### config.mk
export PLATFORM = sky130hd
export DESIGN_NAME = issue_ctrl_flat
export DESIGN_NICKNAME = d
export VERILOG_FILES = /design/src/rtl/issue_ctrl_pkg.sv /design/src/rtl/issue_ctrl_if.sv /design/src/rtl/issue_ctrl_scoreboard.sv /design/src/rtl/issue_ctrl.sv /design/src/flat_wrapper.sv
export SDC_FILE = /design/constraint.sdc
export NUM_CORES = 1
export LEC_CHECK = 0
export CAP_MARGIN = 20
export CORE_MARGIN = 4
export CORE_UTILIZATION = 45
export DETAILED_ROUTE_END_ITERATION = 16
export GPL_ROUTABILITY_DRIVEN = 1
export PLACE_DENSITY = 0.8
export REMOVE_ABC_BUFFERS = 1
export SLEW_MARGIN = 20
export SYNTH_ARGS = -nofsm -noshare
export SYNTH_HDL_FRONTEND = slang
export SYNTH_SLANG_ARGS = --single-unit
### constraint.sdc
create_clock -name clk -period 11.5 [get_ports clk]
set_input_delay 2.3 -clock clk [delete_from_list [all_inputs] [get_ports clk]]
set_output_delay 2.3 -clock clk [all_outputs]
set_load 0.05 [all_outputs]
### src/rtl/issue_ctrl_pkg.sv
// Shared types and sizes for the decode/issue sequencer.
package issue_ctrl_pkg;

  localparam int unsigned NB_UNIT = 6;
  localparam int unsigned NB_REGS = 32;
  localparam int unsigned REG_AW  = $clog2(NB_REGS);

  typedef enum logic {
    RUN   = 1'b0,
    DRAIN = 1'b1
  } issue_state_e;

  typedef struct packed {
    logic              rd_v;
    logic [REG_AW-1:0] rd_adr;
    logic              rs1_v;
    logic [REG_AW-1:0] rs1_adr;
    logic              rs2_v;
    logic [REG_AW-1:0] rs2_adr;
    logic [NB_UNIT-1:0] unit;
    logic              serial;
  } issue_entry_t;

  // One-hot register mask; x0 never produces a bit.
  function automatic logic [NB_REGS-1:0] reg_onehot(input logic v, input logic [REG_AW-1:0] adr);
    return (v && (adr != '0)) ? (NB_REGS'(1) << adr) : '0;
  endfunction

endpackage

### src/rtl/issue_ctrl_if.sv
// Decode, issue, writeback and status signals of the issue sequencer.
interface issue_ctrl_if;
  import issue_ctrl_pkg::*;

  logic               dec_valid_i;
  logic               dec_ready_o;
  logic               dec_rd_v_i;
  logic [REG_AW-1:0]  dec_rd_adr_i;
  logic               dec_rs1_v_i;
  logic [REG_AW-1:0]  dec_rs1_adr_i;
  logic               dec_rs2_v_i;
  logic [REG_AW-1:0]  dec_rs2_adr_i;
  logic [NB_UNIT-1:0] dec_unit_i;
  logic               dec_serial_i;
  logic [NB_UNIT-1:0] unit_ready_i;
  logic               issue_valid_o;
  logic [NB_UNIT-1:0] issue_unit_o;
  logic               wb_v_i;
  logic [REG_AW-1:0]  wb_adr_i;
  logic               flush_i;
  logic               busy_o;
  logic [NB_REGS-1:0] sb_pending_o;

  // Decoder / pipeline side.
  modport master (
    output dec_valid_i, dec_rd_v_i, dec_rd_adr_i, dec_rs1_v_i, dec_rs1_adr_i,
           dec_rs2_v_i, dec_rs2_adr_i, dec_unit_i, dec_serial_i, unit_ready_i,
           wb_v_i, wb_adr_i, flush_i,
    input  dec_ready_o, issue_valid_o, issue_unit_o, busy_o, sb_pending_o
  );

  // Issue sequencer side.
  modport slave (
    input  dec_valid_i, dec_rd_v_i, dec_rd_adr_i, dec_rs1_v_i, dec_rs1_adr_i,
           dec_rs2_v_i, dec_rs2_adr_i, dec_unit_i, dec_serial_i, unit_ready_i,
           wb_v_i, wb_adr_i, flush_i,
    output dec_ready_o, issue_valid_o, issue_unit_o, busy_o, sb_pending_o
  );

endinterface

### src/rtl/issue_ctrl_scoreboard.sv
// Pending-destination scoreboard: writeback clears, issue sets, set wins on collision.
module issue_scoreboard
  import issue_ctrl_pkg::*;
(
  input  logic               clk,
  input  logic               reset,
  input  logic               clr_v,
  input  logic [REG_AW-1:0]  clr_adr,
  input  logic               set_v,
  input  logic [REG_AW-1:0]  set_adr,
  output logic [NB_REGS-1:0] pending,
  output logic [NB_REGS-1:0] eff_pend
);

  logic [NB_REGS-1:0] pend_q;
  logic [NB_REGS-1:0] clr_mask;
  logic [NB_REGS-1:0] set_mask;

  // Masks for this cycle's retire and new writer.
  always_comb begin
    clr_mask = reg_onehot(clr_v, clr_adr);
    set_mask = reg_onehot(set_v, set_adr);
    eff_pend = pend_q & ~clr_mask;
  end

  // Pending vector update.
  always_ff @(posedge clk) begin
    if (reset) pend_q <= '0;
    else       pend_q <= eff_pend | set_mask;
  end

  assign pending = pend_q;

endmodule

### src/rtl/issue_ctrl.sv
// Decode/issue sequencer: one-entry issue register, hazard check, serialisation FSM.
module issue_ctrl
  import issue_ctrl_pkg::*;
(
  input  logic         clk,
  input  logic         reset,
  issue_ctrl_if.slave  bus
);

  issue_state_e       state_q;
  issue_state_e       state_d;
  issue_entry_t       held_q;
  logic               held_valid_q;
  issue_entry_t       dec_entry;
  logic [NB_REGS-1:0] sb_pending;
  logic [NB_REGS-1:0] eff_pend;
  logic               raw;
  logic               waw;
  logic               unit_ok;
  logic               serial_ok;
  logic               issue_now;
  logic               dec_ready;
  logic               busy;
  logic [NB_UNIT-1:0] issue_unit;
  logic               accept;
  logic               sb_set_v;

  issue_scoreboard u_sb (
    .clk      (clk),
    .reset    (reset),
    .clr_v    (bus.wb_v_i),
    .clr_adr  (bus.wb_adr_i),
    .set_v    (sb_set_v),
    .set_adr  (held_q.rd_adr),
    .pending  (sb_pending),
    .eff_pend (eff_pend)
  );

  // Pack the decoder fields into an entry.
  always_comb begin
    dec_entry         = '0;
    dec_entry.rd_v    = bus.dec_rd_v_i;
    dec_entry.rd_adr  = bus.dec_rd_adr_i;
    dec_entry.rs1_v   = bus.dec_rs1_v_i;
    dec_entry.rs1_adr = bus.dec_rs1_adr_i;
    dec_entry.rs2_v   = bus.dec_rs2_v_i;
    dec_entry.rs2_adr = bus.dec_rs2_adr_i;
    dec_entry.unit    = bus.dec_unit_i;
    dec_entry.serial  = bus.dec_serial_i;
  end

  // FSM state register.
  always_ff @(posedge clk) begin
    if (reset) state_q <= RUN;
    else       state_q <= state_d;
  end

  // FSM next state: a blocked serial instruction parks in DRAIN until it issues.
  always_comb begin
    state_d = state_q;
    unique case (state_q)
      RUN: begin
        if (held_valid_q && held_q.serial && !issue_now && !bus.flush_i) state_d = DRAIN;
      end
      DRAIN: begin
        if (bus.flush_i || issue_now) state_d = RUN;
      end
      default: state_d = RUN;
    endcase
  end

  // Hazard check, issue decision and handshake outputs.
  always_comb begin
    raw        = 1'b0;
    waw        = 1'b0;
    unit_ok    = 1'b0;
    serial_ok  = 1'b0;
    issue_now  = 1'b0;
    dec_ready  = 1'b0;
    issue_unit = '0;
    sb_set_v   = 1'b0;
    busy       = 1'b0;

    raw       = (held_q.rs1_v && eff_pend[held_q.rs1_adr]) ||
                (held_q.rs2_v && eff_pend[held_q.rs2_adr]);
    waw       = held_q.rd_v && eff_pend[held_q.rd_adr];
    unit_ok   = |(held_q.unit & bus.unit_ready_i);
    serial_ok = (eff_pend == '0);

    // A serial instruction only leaves with an empty scoreboard, from either state.
    issue_now = held_valid_q && !raw && !waw && unit_ok && !bus.flush_i &&
                (((state_q == RUN) && !held_q.serial) || serial_ok);

    // Same-cycle refill except behind a serial instruction, which costs one bubble.
    dec_ready  = !bus.flush_i && (!held_valid_q || (issue_now && !held_q.serial));
    issue_unit = issue_now ? held_q.unit : '0;
    sb_set_v   = issue_now && held_q.rd_v;
    busy       = held_valid_q || (|sb_pending);
  end

  assign accept = bus.dec_valid_i && dec_ready;

  // Issue register: flush drops, accept loads, issue empties.
  always_ff @(posedge clk) begin
    if (reset) begin
      held_valid_q <= 1'b0;
      held_q       <= '0;
    end else if (bus.flush_i) begin
      held_valid_q <= 1'b0;
    end else if (accept) begin
      held_valid_q <= 1'b1;
      held_q       <= dec_entry;
    end else if (issue_now) begin
      held_valid_q <= 1'b0;
    end
  end

  assign bus.dec_ready_o   = dec_ready;
  assign bus.issue_valid_o = issue_now;
  assign bus.issue_unit_o  = issue_unit;
  assign bus.busy_o        = busy;
  assign bus.sb_pending_o  = sb_pending;

endmodule

### src/flat_wrapper.sv
// flat-port wrapper written by rule: the top's interface ports become plain ports
module issue_ctrl_flat import issue_ctrl_pkg::*;
  (clk, reset, bus_dec_valid_i, bus_dec_rd_v_i, bus_dec_rd_adr_i, bus_dec_rs1_v_i, bus_dec_rs1_adr_i, bus_dec_rs2_v_i, bus_dec_rs2_adr_i, bus_dec_unit_i, bus_dec_serial_i, bus_unit_ready_i, bus_wb_v_i, bus_wb_adr_i, bus_flush_i, bus_dec_ready_o, bus_issue_valid_o, bus_issue_unit_o, bus_busy_o, bus_sb_pending_o);
  issue_ctrl_if bus_i ();
  input  logic clk;
  input  logic reset;
  input wire logic [$bits(bus_i.dec_valid_i)-1:0] bus_dec_valid_i;
  input wire logic [$bits(bus_i.dec_rd_v_i)-1:0] bus_dec_rd_v_i;
  input wire logic [$bits(bus_i.dec_rd_adr_i)-1:0] bus_dec_rd_adr_i;
  input wire logic [$bits(bus_i.dec_rs1_v_i)-1:0] bus_dec_rs1_v_i;
  input wire logic [$bits(bus_i.dec_rs1_adr_i)-1:0] bus_dec_rs1_adr_i;
  input wire logic [$bits(bus_i.dec_rs2_v_i)-1:0] bus_dec_rs2_v_i;
  input wire logic [$bits(bus_i.dec_rs2_adr_i)-1:0] bus_dec_rs2_adr_i;
  input wire logic [$bits(bus_i.dec_unit_i)-1:0] bus_dec_unit_i;
  input wire logic [$bits(bus_i.dec_serial_i)-1:0] bus_dec_serial_i;
  input wire logic [$bits(bus_i.unit_ready_i)-1:0] bus_unit_ready_i;
  input wire logic [$bits(bus_i.wb_v_i)-1:0] bus_wb_v_i;
  input wire logic [$bits(bus_i.wb_adr_i)-1:0] bus_wb_adr_i;
  input wire logic [$bits(bus_i.flush_i)-1:0] bus_flush_i;
  output wire logic [$bits(bus_i.dec_ready_o)-1:0] bus_dec_ready_o;
  output wire logic [$bits(bus_i.issue_valid_o)-1:0] bus_issue_valid_o;
  output wire logic [$bits(bus_i.issue_unit_o)-1:0] bus_issue_unit_o;
  output wire logic [$bits(bus_i.busy_o)-1:0] bus_busy_o;
  output wire logic [$bits(bus_i.sb_pending_o)-1:0] bus_sb_pending_o;
  assign bus_i.dec_valid_i = bus_dec_valid_i;
  assign bus_i.dec_rd_v_i = bus_dec_rd_v_i;
  assign bus_i.dec_rd_adr_i = bus_dec_rd_adr_i;
  assign bus_i.dec_rs1_v_i = bus_dec_rs1_v_i;
  assign bus_i.dec_rs1_adr_i = bus_dec_rs1_adr_i;
  assign bus_i.dec_rs2_v_i = bus_dec_rs2_v_i;
  assign bus_i.dec_rs2_adr_i = bus_dec_rs2_adr_i;
  assign bus_i.dec_unit_i = bus_dec_unit_i;
  assign bus_i.dec_serial_i = bus_dec_serial_i;
  assign bus_i.unit_ready_i = bus_unit_ready_i;
  assign bus_i.wb_v_i = bus_wb_v_i;
  assign bus_i.wb_adr_i = bus_wb_adr_i;
  assign bus_i.flush_i = bus_flush_i;
  assign bus_dec_ready_o = bus_i.dec_ready_o;
  assign bus_issue_valid_o = bus_i.issue_valid_o;
  assign bus_issue_unit_o = bus_i.issue_unit_o;
  assign bus_busy_o = bus_i.busy_o;
  assign bus_sb_pending_o = bus_i.sb_pending_o;
  issue_ctrl u_core (.clk(clk), .reset(reset), .bus(bus_i));
endmodule
; ---- Yosys cells after proc, flatten, opt, wreduce, memory -nomap -nowiden
; Index checks and enable logic that the tools add are counted.
[totals]
register_bits = 59
latchBits = 0
mem_bits_rw = 0
mem_bits_ro = 0
input_bits = 41
out_inout_bits = 41
elab_cells = 73
mem_count = 0
[op_classes]
n_addsub = 0
multipliers = 0
n_div = 0
magnitude_cmp = 3
n_eq_ne = 0
shifts = 2
muxes = 14
bitwise = 6
reduce_logical = 37
[ops]
columns = operator, count
row1 = two-way mux 32 bit, 2
row2 = left shift 1 x 5 -> 32 bit (first input constant), 2
row3 = AND 32 bit, 1
row4 = zero test 32 bit, 1
row5 = NOT 32 bit, 1
row6 = bitwise OR 32 bit, 1
row7 = OR reduction 32 bit, 1
row8 = logical AND 1 bit, 18
row9 = less-than comparator 5 x 6 -> 1 bit (second input constant), 3
row10 = binary-select mux 1 bit (select 5 bit), 3
row11 = nonzero test 5 bit, 2
row12 = two-way mux 1 bit, 7
row13 = AND 6 bit, 1
row14 = zero test 1 bit, 6
row15 = two-way mux 6 bit, 1
row16 = OR reduction 6 bit, 1
row17 = logical OR 1 bit, 5
row18 = NOT 1 bit, 2
row19 = case mux 1 bit (2 select lines), 1
row20 = AND reduction 2 bit, 1
row21 = nonzero test 2 bit, 1
row22 = OR reduction 2 bit, 1

; ---- Logic depth before layout (Yosys ltp)
[depth]
word_depth = 20
ltp_mapped = 12
ltp_nobuf = 9

; ---- Modules after synthesis
; Synthesis repeated with hierarchy kept, for this count alone.
[hier_totals]
hier_cells = 406
hier_area_um2 = 3786.1
[by_module_without_submodules]
columns = mod, n_inst, cells_per_inst, area_per_inst_um2, seq_area_each_um2
row1 = issue_ctrl, 1, 242, 2424.8, 540.5
row2 = issue_scoreboard, 1, 164, 1361.3, 640.6

; ---- Least setup slack after synthesis
; No wires, ideal clock.
[synth_timing]
kind = in2out
start = input port bus_wb_adr_i[0]
end = output port bus_issue_unit_o[0]
arrival_ps = 5619
required_ps = 9200
slack_ps = 3581
path_stages = 10
cell_sequence = clkbuf_1 mux2_2 o32a_1 or4_1 or4_1 o21ai_1 nand3_1 nor3_2 clkbuf_1 and2_1
[synth_via]
elab_chain_len = 16
[synth_lines]
columns = item, line_no
row1 = from (decl), flat_wrapper.sv:18  ; input wire logic [$bits(bus_i.wb_adr_i)-1:0] bus_wb_adr_i;
row2 = nonzero test 5 bit, issue_ctrl_pkg.sv:26  ; return (v && (adr != '0)) ? (NB_REGS'(1) << adr) : '0;
row3 = logical AND 1 bit, issue_ctrl_pkg.sv:26
row4 = two-way mux 32 bit (*), issue_ctrl_pkg.sv:26
row5 = NOT 32 bit (*), issue_ctrl_scoreboard.sv:23  ; eff_pend = pend_q & ~clr_mask;
row6 = AND 32 bit (*), issue_ctrl_scoreboard.sv:23
row7 = "binary-select mux 1 bit (select 5 bit), on equally long branches", "issue_ctrl.sv:84, issue_ctrl.sv:85"
row8 = "two-way mux 1 bit, on equally long branches", "issue_ctrl.sv:84, issue_ctrl.sv:85"
row9 = "logical AND 1 bit, on equally long branches", "issue_ctrl.sv:84, issue_ctrl.sv:85"
row10 = logical OR 1 bit, issue_ctrl.sv:84  ; raw = (held_q.rs1_v && eff_pend[held_q.rs1_adr]) ||
row11 = zero test 1 bit, issue_ctrl.sv:91  ; issue_now = held_valid_q && !raw && !waw && unit_ok && !bus.flush_i &&
row12 = logical AND 1 bit (4 in series), issue_ctrl.sv:91
row13 = logical AND 1 bit (*), issue_ctrl.sv:91
row14 = named net bus_issue_valid_o, flat_wrapper.sv:21  ; output wire logic [$bits(bus_i.issue_valid_o)-1:0] bus_issue_valid_o;
row15 = two-way mux 6 bit (*), issue_ctrl.sv:96  ; issue_unit = issue_now ? held_q.unit : '0;
row16 = to (decl), flat_wrapper.sv:22  ; output wire logic [$bits(bus_i.issue_unit_o)-1:0] bus_issue_unit_o;
; The timed path passes the listed nets; every way through them passes the cells marked *. The select of a mux whose other input is x is not followed.

; ---- Worst setup path in the final report
[layout_timing]
start = input port bus_wb_adr_i[0]
end = output port bus_dec_ready_o
[layout_via]
elab_chain_len = 18
[layout_lines]
columns = item, line_no
row1 = nonzero test 5 bit, issue_ctrl_pkg.sv:26
row2 = logical AND 1 bit, issue_ctrl_pkg.sv:26
row3 = two-way mux 32 bit (*), issue_ctrl_pkg.sv:26
row4 = NOT 32 bit (*), issue_ctrl_scoreboard.sv:23
row5 = AND 32 bit (*), issue_ctrl_scoreboard.sv:23
row6 = "binary-select mux 1 bit (select 5 bit), on equally long branches", "issue_ctrl.sv:84, issue_ctrl.sv:85"
row7 = "two-way mux 1 bit, on equally long branches", "issue_ctrl.sv:84, issue_ctrl.sv:85"
row8 = "logical AND 1 bit, on equally long branches", "issue_ctrl.sv:84, issue_ctrl.sv:85"
row9 = logical OR 1 bit, issue_ctrl.sv:84
row10 = zero test 1 bit, issue_ctrl.sv:91
row11 = logical AND 1 bit (4 in series), issue_ctrl.sv:91
row12 = logical AND 1 bit (*), issue_ctrl.sv:91
row13 = logical AND 1 bit (*), issue_ctrl.sv:95  ; dec_ready = !bus.flush_i && (!held_valid_q || (issue_now && !held_q.serial));
row14 = logical OR 1 bit (*), issue_ctrl.sv:95
row15 = logical AND 1 bit (*), issue_ctrl.sv:95
row16 = to (decl), flat_wrapper.sv:20  ; output wire logic [$bits(bus_i.dec_ready_o)-1:0] bus_dec_ready_o;
; Mark *: on every way between the ends. The rest lies on a longest branch, timed or not. The select of a mux whose other input is x is not followed.

==> results_dict.tcl <==
set metrics [dict create \
    via_per_inst 6.74 \
    worstMarginPinSlew_ns 1.06 \
    syn2layout_area_growth_pct 24.2 \
    crit_path_end_kind "output pin" \
    drt-initial-drc-count 549 \
    clkSlewWorstSetupHoldPaths_ns 0.07 \
    n_fill_cell 828 \
    numCtsBuffers 9 \
    wl_met1_mm 6.80 \
    yosysTopAreaCellShare_pct 29.2 \
    drive_gt1_share_pct 6.61 \
    cap_violations 0 \
    place_hpwl_mm 11.6 \
    synth_area_leaders "dfxtp_1, mux2i_1, nor2_1, a21oi_1, nand3_1" \
    portBuffers 81 \
    yosysSeqAreaShare_pct 29.2 \
    drcViolationCount 0 \
    vdd_drop_max_uv 72.3 \
    netlist_top_cells_count "dfxtp_1, nor2_1, mux2i_1" \
    setup_viol 0 \
    synth_warnings 0 \
    post-route-cell-area_mm2 0.00502 \
    rows 34 \
    drt-pass1-iter-count 5 \
    pin_count 82 \
    drv_slew 0 \
    clk_latency_ns 0.34 \
    power_w 0.000483 \
    path_max_fanout 19 \
    coreArea_mm2 0.00872 \
    worstPathArrival_ns 7.20 \
    relSlewSlack_pct 29.2 \
    powerDensity_mw_per_mm2 96.1 \
    wl_met3_mm 1.59 \
    fmax_ghz 0.105 \
    postCtsSetupBuffers 0 \
    cts_tree "built" \
    hp-class "flip-flop to flip-flop" \
    clock_sinks 59 \
    n_antenna_cell 0 \
    status "completed" \
    place_congestion 1.05 \
    grt_max_degree 60 \
    synth_top_area_cell "dfxtp_1" \
    cts.repair.resized 0 \
    ctsHoldBuffers 0 \
    initial_utilization_pct 46.4 \
    final_antenna_net_count 0 \
    vias 4505 \
    post-route-min-period_ns 9.50 \
    overflow 0 \
    die_y_um 103 \
    synth_area_mm2 0.00404 \
    dieWidth_um 103 \
    cts_root_buffer "clkbuf_8" \
    grt_setup_unrepaired "no" \
    ys_types 66 \
    leakage_nw 1.66 \
    syn_area_per_cell_um2 8.02 \
    synth_edf_count 0 \
    track_usage_pct 30.9 \
    final.setup_skew_ns 0.00522 \
    grt_pass1_wl_mm 24.4 \
    yosys_most_used_dff "dfxtp_1" \
    min_period_over_period_pct 82.6 \
    grt_pass1_vias 4175 \
    wl_per_cell_um 24.0 \
    die-area_mm2 0.0106 \
    fin_setup_tns_ns 0 \
    cts_buffer_depth 2 \
    met2WireLength_mm 6.83 \
    worstPathRequired_ns 9.20 \
    wl_mm 16.0 \
    hold_viol 0 \
    ys_seq_elements 59 \
    cts_max_level 3 \
    final_nets 597 \
    synthArstFlopShare_pct 0 \
    dpl-instance-area_mm2 0.00482 \
    start_kind "primary input" \
    antenna_found_initial 0 \
    dr.max_layer_used "met4" \
    crit_type "primary input to output pin" \
    yosysMostFrequentCell "dfxtp_1" \
    synthCells 504 \
]
[final timing paths]
kind | start | endpoint | slack (ns) | depth (start not counted)
worst max-delay path | bus_wb_adr_i[0] | bus_dec_ready_o | 2.00 | 11
worst min register to register | u_core.held_q[2] | u_core.held_q[2] | 0.52 | 2
worst min-delay path | u_core.held_q[2] | u_core.held_q[2] | 0.52 | 2
worst max register to register | u_core.held_valid_q | u_core.u_sb.pending[15] | 7.84 | 10
[metal layers]
layer	GRT usage (%)	up-vias
met5	0	-
met4	14.9	0
met3	7.51	56
met2	45.0	277
met1	42.7	2150
li1	-	2022
[critical path, stage by stage]
cell             delay, ns
clkdlybuf4s50_1       0.90
nand2b_1              0.56
o21ai_0               0.64
nand4_1               0.20
or4_1                 0.59
o21ai_1               0.15
nand3_1               0.19
nor3_4                0.57
nand2b_1              0.11
a21oi_1               0.16
clkdlybuf4s50_1       0.81
[power breakdown]
| part | switching [W] | internal, W | total, W |
|---|---|---|---|
| Combinational | 0.0000372 | 0.0000295 | 0.0000666 |
| Clock | 0.0000853 | 0.000110 | 0.000196 |
| Sequential | 0.0000115 | 0.000209 | 0.000221 |
| Total | 0.000134 | 0.000349 | 0.000483 |
[registers in the layout, indices dropped and copies added, names as in the netlist]
signal and cells:
u_core.u_sb.pending 32, u_core.held_q 25, u_core.held_valid_q 1, u_core.state_q 1
[final cells by class]
class / count / area [µm²] / share of cell area (%)
multi-input combinational: 390 / 2630 / 52.3
sequential: 59 / 1180 / 23.5
timing repair buffer: 86 / 843 / 16.8
clock buffer: 11 / 151 / 3.01
tap: 108 / 135 / 2.69
clock inverter: 4 / 50.0 / 0.996
inverter: 10 / 37.5 / 0.747
[placed cells by master, fill, tap and decap left out, types with 4 or more instances in the layout]
master / Yosys / final
mux4_2: 5 / 5
o21ai_0: 31 / 31
nor4_1: 8 / 8
clkdlybuf4s50_1: 0 / 80
dfxtp_1: 59 / 59
and3_1: 4 / 4
mux2_2: 6 / 6
a31oi_1: 7 / 7
nand2_1: 23 / 23
o21a_1: 4 / 4
clkbuf_8: 0 / 11
a22oi_1: 5 / 5
o2111ai_1: 9 / 9
and2_1: 12 / 12
o211ai_1: 14 / 14
nand4_1: 9 / 9
nor2b_1: 6 / 6
nand4b_1: 5 / 5
nand3_1: 32 / 32
nor2_1: 54 / 54
or3_1: 4 / 4
nand2b_1: 9 / 9
mux2i_1: 42 / 42
a311oi_1: 4 / 4
inv_1: 9 / 9
a21oi_1: 38 / 38
buf_4: 0 / 5
[metrics by stage]
step                      util (%)  instances  setup slack [ns]  hold WS (ns)
after floorplan                  -        459              2.52         0.475
after detailed placement      55.3        653              2.13         0.511
after global routing          57.6        668              1.70         0.543
final                         57.6        668              2.00         0.522
after global placement        55.3        653              2.21         0.500
after CTS                     57.6        668              2.10         0.521
[cell families after synthesis]
logic type                count (synthesis)  synth area share [%]
and+or+nand+nor                         186                  24.5
buffers and inverters                    55                  6.03
AOI/OAI and AO/OA                       150                  25.2
xor gates and xnor gates                  1                 0.217
DFF                                      59                  29.2
muxes                                    53                  14.9
No activity file was read; power rests on OpenSTA's default activity.
